==> config.mk <==
export PLATFORM = sky130hd
export DESIGN_NAME = prog_delay_ctrl_flat
export DESIGN_NICKNAME = d
export VERILOG_FILES = /design/src/rtl/prog_delay_ctrl_if.sv /design/src/rtl/prog_delay_ctrl.sv /design/src/flat_wrapper.sv
export SDC_FILE = /design/constraint.sdc
export NUM_CORES = 1
export LEC_CHECK = 0
export ABC_AREA = 1
export CORE_MARGIN = 10
export CORE_UTILIZATION = 46
export DETAILED_ROUTE_END_ITERATION = 8
export SYNTH_ARGS = -nofsm -noshare
export SYNTH_HDL_FRONTEND = slang
export SYNTH_SLANG_ARGS = --single-unit
export TNS_END_PERCENT = 50
==> constraint.sdc <==
create_clock -name clk -period 7.4 [get_ports clk]
set_input_delay 2.22 -clock clk [delete_from_list [all_inputs] [get_ports clk]]
set_output_delay 2.22 -clock clk [all_outputs]
set_load 0.03 [all_outputs]
==> src/rtl/prog_delay_ctrl_if.sv <==
// Stream and configuration signals of the programmable delay line.
// master = the block feeding samples and requests, slave = the delay controller.
interface prog_delay_ctrl_if #(
  parameter int WIDTH = 8,
  parameter int DEL_W = 7
);
  logic             ce;
  logic [WIDTH-1:0] din;
  logic [WIDTH-1:0] dout;
  logic             dout_valid;
  logic [DEL_W-1:0] cfg_delay;
  logic             cfg_valid;
  logic             cfg_ready;
  logic             cfg_err;
  logic [DEL_W-1:0] cur_delay;
  logic             busy;

  modport master (
    output ce, din, cfg_delay, cfg_valid,
    input  dout, dout_valid, cfg_ready, cfg_err, cur_delay, busy
  );

  modport slave (
    input  ce, din, cfg_delay, cfg_valid,
    output dout, dout_valid, cfg_ready, cfg_err, cur_delay, busy
  );
endinterface

==> src/rtl/prog_delay_ctrl.sv <==
// Runtime-programmable delay line: circular buffer of MAX_DELAY samples,
// reconfigured through a valid/ready request. Output is masked after each
// reconfiguration until a full window at the new length has been captured.
module prog_delay_ctrl #(
  parameter int    WIDTH         = 8,
  parameter int    MAX_DELAY     = 64,
  parameter int    DEFAULT_DELAY = 4,
  parameter string ALLOW_SRL     = "YES"
) (
  input  logic             clk,
  input  logic             rst_n,
  prog_delay_ctrl_if.slave bus
);
  localparam int DEL_W = $clog2(MAX_DELAY + 1);
  localparam int PTR_W = $clog2(MAX_DELAY);
  localparam logic [DEL_W-1:0] MAX_D = DEL_W'(MAX_DELAY);
  localparam logic [DEL_W-1:0] DEF_D = DEL_W'(DEFAULT_DELAY);

  typedef enum logic [1:0] {S_FILL, S_RUN, S_APPLY} state_e;

  state_e           state_q;
  logic [PTR_W-1:0] wr_ptr_q;
  logic [PTR_W-1:0] rd_ptr;
  logic [DEL_W-1:0] cur_delay_q;
  logic [DEL_W-1:0] pend_q;
  logic [DEL_W-1:0] fill_cnt_q;
  logic [DEL_W-1:0] fill_cnt_d;
  logic [WIDTH-1:0] rd_data;
  logic [WIDTH-1:0] data_q;
  logic [WIDTH-1:0] data_d;
  logic             valid_q;
  logic             cfg_ready_q;
  logic             cfg_err_q;
  logic             busy_q;
  logic             accept;
  logic             in_range;

  assign accept     = bus.cfg_valid & cfg_ready_q;
  assign in_range   = (bus.cfg_delay != '0) && (bus.cfg_delay <= MAX_D);
  assign fill_cnt_d = fill_cnt_q + DEL_W'(1);

  // Before this edge's write, slot wr_ptr-k holds the sample from k ce edges
  // ago, so reading D-1 back gives a D-stage shift register output.
  assign rd_ptr = wr_ptr_q - PTR_W'(cur_delay_q - DEL_W'(1));
  // D=1 has no buffer stage: take the incoming sample directly.
  assign data_d = (cur_delay_q == DEL_W'(1)) ? bus.din : rd_data;

  // Sample storage; contents are never reset, dout_valid masks stale entries.
  if (ALLOW_SRL == "NO") begin : g_ff
    (* ram_style = "registers", shreg_extract = "no" *)
    logic [WIDTH-1:0] mem [MAX_DELAY];
    // Write every ce-qualified sample at the write pointer.
    always_ff @(posedge clk) begin
      if (bus.ce) mem[wr_ptr_q] <= bus.din;
    end
    assign rd_data = mem[rd_ptr];
  end else begin : g_mem
    logic [WIDTH-1:0] mem [MAX_DELAY];
    // Write every ce-qualified sample at the write pointer.
    always_ff @(posedge clk) begin
      if (bus.ce) mem[wr_ptr_q] <= bus.din;
    end
    assign rd_data = mem[rd_ptr];
  end

  // Write pointer advances on every ce edge in all states; wraps as MAX_DELAY is 2^n.
  always_ff @(posedge clk or negedge rst_n) begin
    if (!rst_n)      wr_ptr_q <= '0;
    else if (bus.ce) wr_ptr_q <= wr_ptr_q + PTR_W'(1);
  end

  // Output register follows the delay in force at the edge, only on ce edges.
  always_ff @(posedge clk or negedge rst_n) begin
    if (!rst_n)      data_q <= '0;
    else if (bus.ce) data_q <= data_d;
  end

  // Reconfiguration FSM with registered handshake/status outputs.
  always_ff @(posedge clk or negedge rst_n) begin
    if (!rst_n) begin
      state_q     <= S_FILL;
      cur_delay_q <= DEF_D;
      pend_q      <= DEF_D;
      fill_cnt_q  <= '0;
      valid_q     <= 1'b0;
      cfg_ready_q <= 1'b1;
      cfg_err_q   <= 1'b0;
      busy_q      <= 1'b1;
    end else begin
      cfg_err_q <= 1'b0;
      case (state_q)
        S_APPLY: begin
          cur_delay_q <= pend_q;
          fill_cnt_q  <= '0;
          valid_q     <= 1'b0;
          cfg_ready_q <= 1'b1;
          busy_q      <= 1'b1;
          state_q     <= S_FILL;
        end
        default: begin
          if (accept && in_range) begin
            // A new length takes priority over completing the current fill.
            pend_q      <= bus.cfg_delay;
            cfg_ready_q <= 1'b0;
            busy_q      <= 1'b1;
            state_q     <= S_APPLY;
          end else begin
            // Out-of-range requests are consumed and flagged, nothing else moves.
            cfg_err_q <= accept;
            if (state_q == S_FILL && bus.ce) begin
              fill_cnt_q <= fill_cnt_d;
              if (fill_cnt_d == cur_delay_q) begin
                valid_q <= 1'b1;
                busy_q  <= 1'b0;
                state_q <= S_RUN;
              end
            end
          end
        end
      endcase
    end
  end

  assign bus.dout       = valid_q ? data_q : '0;
  assign bus.dout_valid = valid_q;
  assign bus.cfg_ready  = cfg_ready_q;
  assign bus.cfg_err    = cfg_err_q;
  assign bus.cur_delay  = cur_delay_q;
  assign bus.busy       = busy_q;
endmodule

==> src/flat_wrapper.sv <==
// flat-port wrapper written by rule: the top's interface ports become plain ports
module prog_delay_ctrl_flat 
#(
  parameter int    WIDTH         = 8,
  parameter int    MAX_DELAY     = 64,
  parameter int    DEFAULT_DELAY = 4,
  parameter string ALLOW_SRL     = "   "
)
  (clk, rst_n, bus_ce, bus_din, bus_cfg_delay, bus_cfg_valid, bus_dout, bus_dout_valid, bus_cfg_ready, bus_cfg_err, bus_cur_delay, bus_busy);
  prog_delay_ctrl_if #(.WIDTH(WIDTH), .DEL_W((7))) bus_i ();
  input  logic clk;
  input  logic rst_n;
  input wire logic [$bits(bus_i.ce)-1:0] bus_ce;
  input wire logic [$bits(bus_i.din)-1:0] bus_din;
  input wire logic [$bits(bus_i.cfg_delay)-1:0] bus_cfg_delay;
  input wire logic [$bits(bus_i.cfg_valid)-1:0] bus_cfg_valid;
  output wire logic [$bits(bus_i.dout)-1:0] bus_dout;
  output wire logic [$bits(bus_i.dout_valid)-1:0] bus_dout_valid;
  output wire logic [$bits(bus_i.cfg_ready)-1:0] bus_cfg_ready;
  output wire logic [$bits(bus_i.cfg_err)-1:0] bus_cfg_err;
  output wire logic [$bits(bus_i.cur_delay)-1:0] bus_cur_delay;
  output wire logic [$bits(bus_i.busy)-1:0] bus_busy;
  assign bus_i.ce = bus_ce;
  assign bus_i.din = bus_din;
  assign bus_i.cfg_delay = bus_cfg_delay;
  assign bus_i.cfg_valid = bus_cfg_valid;
  assign bus_dout = bus_i.dout;
  assign bus_dout_valid = bus_i.dout_valid;
  assign bus_cfg_ready = bus_i.cfg_ready;
  assign bus_cfg_err = bus_i.cfg_err;
  assign bus_cur_delay = bus_i.cur_delay;
  assign bus_busy = bus_i.busy;
  prog_delay_ctrl #(.WIDTH(WIDTH), .MAX_DELAY(MAX_DELAY), .DEFAULT_DELAY(DEFAULT_DELAY), .ALLOW_SRL(ALLOW_SRL)) u_core (.clk(clk), .rst_n(rst_n), .bus(bus_i));
endmodule
After elaboration in Yosys (flattened, before gate mapping)
Memory sizes are Yosys's and may differ from the RTL's.
Index checks and enable logic that the tools add are counted.

word-level totals
  flip-flop bits (word level) = 41
  memory bits (writable) = 512
  input port bits = 19
  output and inout port bits = 19
  memories = 1

operators by class
  add/sub/neg operators = 4
  $lt $le $gt $ge = 1
  eq/ne operators = 4
  mux-type cells = 23
  bitwise gates (word level) = 2
  reductions and logical operators = 14

memory list
  name              depth  width  read ports  clocked after memory_dff  wr ports  line                   text
  u_core.g_mem.mem  64     8      1           0                         1         prog_delay_ctrl.sv:58  logic [WIDTH-1:0] mem [MAX_DELAY];

operators with widths
  kind                                                                number
  7-bit 2-to-1 mux                                                    3
  8-bit 2-to-1 mux                                                    2
  1-bit 2-to-1 mux                                                    14
  2-bit 2-to-1 mux                                                    4
  7-bit by 1-bit adder with 7-bit output, second input constant       1
  7-bit by 1-bit == test with 1-bit output, second input constant     1
  7-bit == test                                                       1
  7-bit <= comparator, second input constant                          1
  7-bit nonzero test                                                  1
  6-bit by 1-bit adder with 6-bit output, second input constant       1
  2-bit AND reduction                                                 3
  2-bit nonzero test                                                  3
  3-bit nonzero test                                                  2
  6-bit by 1-bit subtractor with 6-bit output, second input constant  1
  6-bit subtractor                                                    1
  1-bit logical AND                                                   3
  3-bit AND reduction                                                 1
  2-bit == test, second input constant                                1
  2-bit logical NOT                                                   1
  2-bit inequality test, second input constant                        1
  1-bit AND                                                           1
  1-bit inverter                                                      1

Depth between registers and ports, before layout
  depth in word-level cells = 6
  depth in mapped cells = 17
  gate-level depth less buffers = 15

Worst setup path before layout
Ideal clock, no wire load.

  path kind = input to register
  from = input port bus_ce
  to = memory u_core.g_mem.mem[51][0] (enable)
  library setup time = 395 ps
  arrival time = 3,788 ps
  slack = 3,217 ps
  stages on the path = 6
  path buffers = 2
  cell sequence = buf_2 -> inv_1 -> clkbuf_1 -> nor3_1 -> inv_1 -> nor4_1

between the ends
  cells in the longest elaborated chain, start to end = 2

RTL lines
  element                                 line                   text
  from (decl)                             flat_wrapper.sv:13     input wire logic [$bits(bus_i.ce)-1:0] bus_ce;
  1-bit 2-to-1 mux                        prog_delay_ctrl.sv:61  if (bus.ce) mem[wr_ptr_q] <= bus.din;
  1-bit 2-to-1 mux (implied by the code)  prog_delay_ctrl.sv:61
  to (decl)                               prog_delay_ctrl.sv:58

No other way between the ends.

Worst setup path after layout
  from = input port bus_ce
  to = memory u_core.g_mem.mem[16][2] (enable)

The elaborated chain is that of the path after synthesis.

==> results.cfg <==
[outcome]
status = completed

[min_path]
min_path_type = reg -> reg

[clock_tree]
cts.sinks = 553
cts-resized-gates = 0
clock_path_buffers = 3
post_cts_buffers = 0
cts_tree = yes
htreeDepth = 2
cts_buffers = 56
root_buffer = clkbuf_16
path_clk_slew_ns = 0.06
worstSkewPairLatency_ns = 0.62
ctsHoldBuffers = 0

[final_layout]
finish.utilization = 0.512
n_antenna_cell = 0
layout-drive-gt1-share = 0.0564
final_nets = 2305
fin_area_sq_um = 26400
area_delta_synth_final_pct = 9.97
fillers = 4651

[global_route]
grt_antenna_before_repair = 0
grt_max_degree = 151
grt_usage = 0.201
grt_pass1_vias = 16043
overflow = 0
grt_pass1_wl_um = 94000

[sta]
slew_headroom = 0.152
setup_viol = 0
finClkSkew_ns = 0.0186
finalHoldViolations = 0
period_needed_ns = 4.85
grt_setup_unrepaired = false
slew_viol_final = 0
fin_crit_sh = 0.656
fin_hold_ws_ns = 0.480
worst_slew_pin_slew_ns = 1.27
fin_tns_setup_ns = 0
timing.fmax_ghz = 0.206

[route]
drc_errors = 0
num_vias = 15964
wl_per_cell_um = 20.6
routed_wl_um = 61900
dr.pass1.iters = 6
drt_iter0_drc = 1506
ant_nets = 0
drt-vias-per-instance = 5.32

[logic_synthesis]
synth_area_sq_um = 24000
ys_ff_latch = 553
synth_area_leaders = edfxtp_1, nand2_1, nand3_1
ys_warn_count = 0
synth_cells = 2274
yosys.area.top_type = edfxtp_1
seq_area_frac_synth = 0.684
ys_types = 36
post_synth.cell_area_avg_sq_um = 10.5
synth_top_area_share = 0.641
synthesis.nets = 2305

[critical_path]
worstSetupPathType = in -> reg
cp_max_fo = 19
crit_path_cell_trace = clkdlybuf4s50_1, inv_1, nor2_1, nand2_1, nor2_1
crit_path_frequent_cell = nor2_1
slowest_delay_ns = 0.88
end_kind = register
cp.required_ns = 7.63
slowest_stage = clkdlybuf4s50_1
critPathLaunchType = input port
worst-endpoint-arrival_ns = 5.08

[floorplanning]
chipHeight_um = 248
dieArea_sq_um = 61600
chipWidth_um = 248
io_pins = 38
num_rows = 83
coreArea_sq_um = 51500
start_util = 0.465

[placed_design]
io_buffers = 37
gp_congestion = 0.863
placed_area_sq_um = 24600
hpwl_um = 36400

[run]
maxCapViolations = 0
-- worst paths after layout --
path | start | to | slack (ns) | cells after the start
worst max register to register | u_core.wr_ptr_q[1] | u_core.data_q[5] | 3.18 | 14
worst min-delay path | u_core.bus.busy | u_core.bus.busy | 0.48 | 2
worst max-delay path | bus_ce | u_core.g_mem.mem[16][2] | 2.55 | 5
worst min register to register | u_core.bus.busy | u_core.bus.busy | 0.48 | 2
min in group asynchronous | rst_n | u_core.bus.cfg_err | 1.76 | 1
max in group asynchronous | rst_n | u_core.data_q[4] | 5.06 | 1
-- stage by stage --
stage               setup slack [ns]  cells
floorplan                       3.22   2274
global placement                2.08   2896
detailed placement              1.97   2896
CTS                             2.59   3001
global route                    2.27   3001
finish                          2.55   3001
-- registers in the layout (all words and copies together) (netlist names) --
name	count
u_core.bus.cur_delay	7
u_core.g_mem.mem	512
u_core.bus.dout_valid	1
u_core.wr_ptr_q	6
u_core.fill_cnt_q	7
u_core.bus.cfg_err	1
u_core.data_q	8
u_core.bus.busy	1
u_core.bus.cfg_ready	1
u_core.pend_q	7
u_core.state_q	2
-- cell families (layout without fill, tap and decap cells) --
group,after synthesis,after routing,synth area share
xor+xnor,17,17,0.00746
fa+ha+maj,12,12,0.00658
flops,553,553,0.684
mux,5,5,0.00235
compound gates,80,80,0.0173
buf+inv,295,342,0.0578
simple gates,1312,1312,0.224
-- layout by cell type (no fill, tap or decap), drive strengths merged, types with 13 or more instances in the layout --
cell	Yosys	routed
clkbuf	19	65
o21ai	67	67
edfxtp	512	512
clkinv	0	35
nand3	322	322
buf	94	27
dfrtp	37	37
nor2	164	164
clkdlybuf4s50	0	28
inv	182	183
nand2	808	808
xor2	13	13
-- layer usage --
| layer | vias to the layer above | wire, um | global-route usage |
|---|---|---|---|
| met5 | - | 0 | 0 |
| met4 | 0 | 2010 | 0.0765 |
| met3 | 103 | 4270 | 0.0408 |
| met2 | 546 | 29300 | 0.328 |
| met1 | 7737 | 26300 | 0.262 |
| li1 | 7578 | - | - |
-- worst max-delay path: cells and delay by family --
kind | cells | cell delay, ns
buf+inv | 2 | 1.26
simple gates | 3 | 1.58
-- layout make-up --
cell class	instances	area, sq um	area share
Sequential cell	553	16400	0.622
Inverter	182	691	0.0262
Clock inverter	40	256	0.00973
Clock buffer	65	1480	0.0560
Timing Repair Buffer	55	473	0.0179
Tap cell	680	851	0.0323
Multi-Input combinational cell	1426	6210	0.236
-- synthesized netlist by cell type --
library cell,number
a21oi_1,5
buf_1,14
buf_2,47
buf_4,10
buf_6,22
buf_8,1
clkbuf_1,19
dfrtp_1,37
dfstp_2,4
edfxtp_1,512
fa_1,1
ha_1,11
inv_1,178
inv_2,3
inv_6,1
mux2_2,5
nand2_1,807
nand2_2,1
nand3_1,321
nand3_2,1
nand3b_1,1
nand4_1,3
nor2_1,163
nor2_2,1
nor3_1,8
nor4_1,4
o211ai_1,3
o21ai_0,65
o21ai_1,2
o21bai_1,1
o22ai_1,4
or2_2,2
xnor2_1,1
xnor2_2,3
xor2_1,12
xor2_2,1
Power is left out: the tool's default activity adds up to more than one toggle a clock period on the data nets, which glitch-free logic cannot reach.
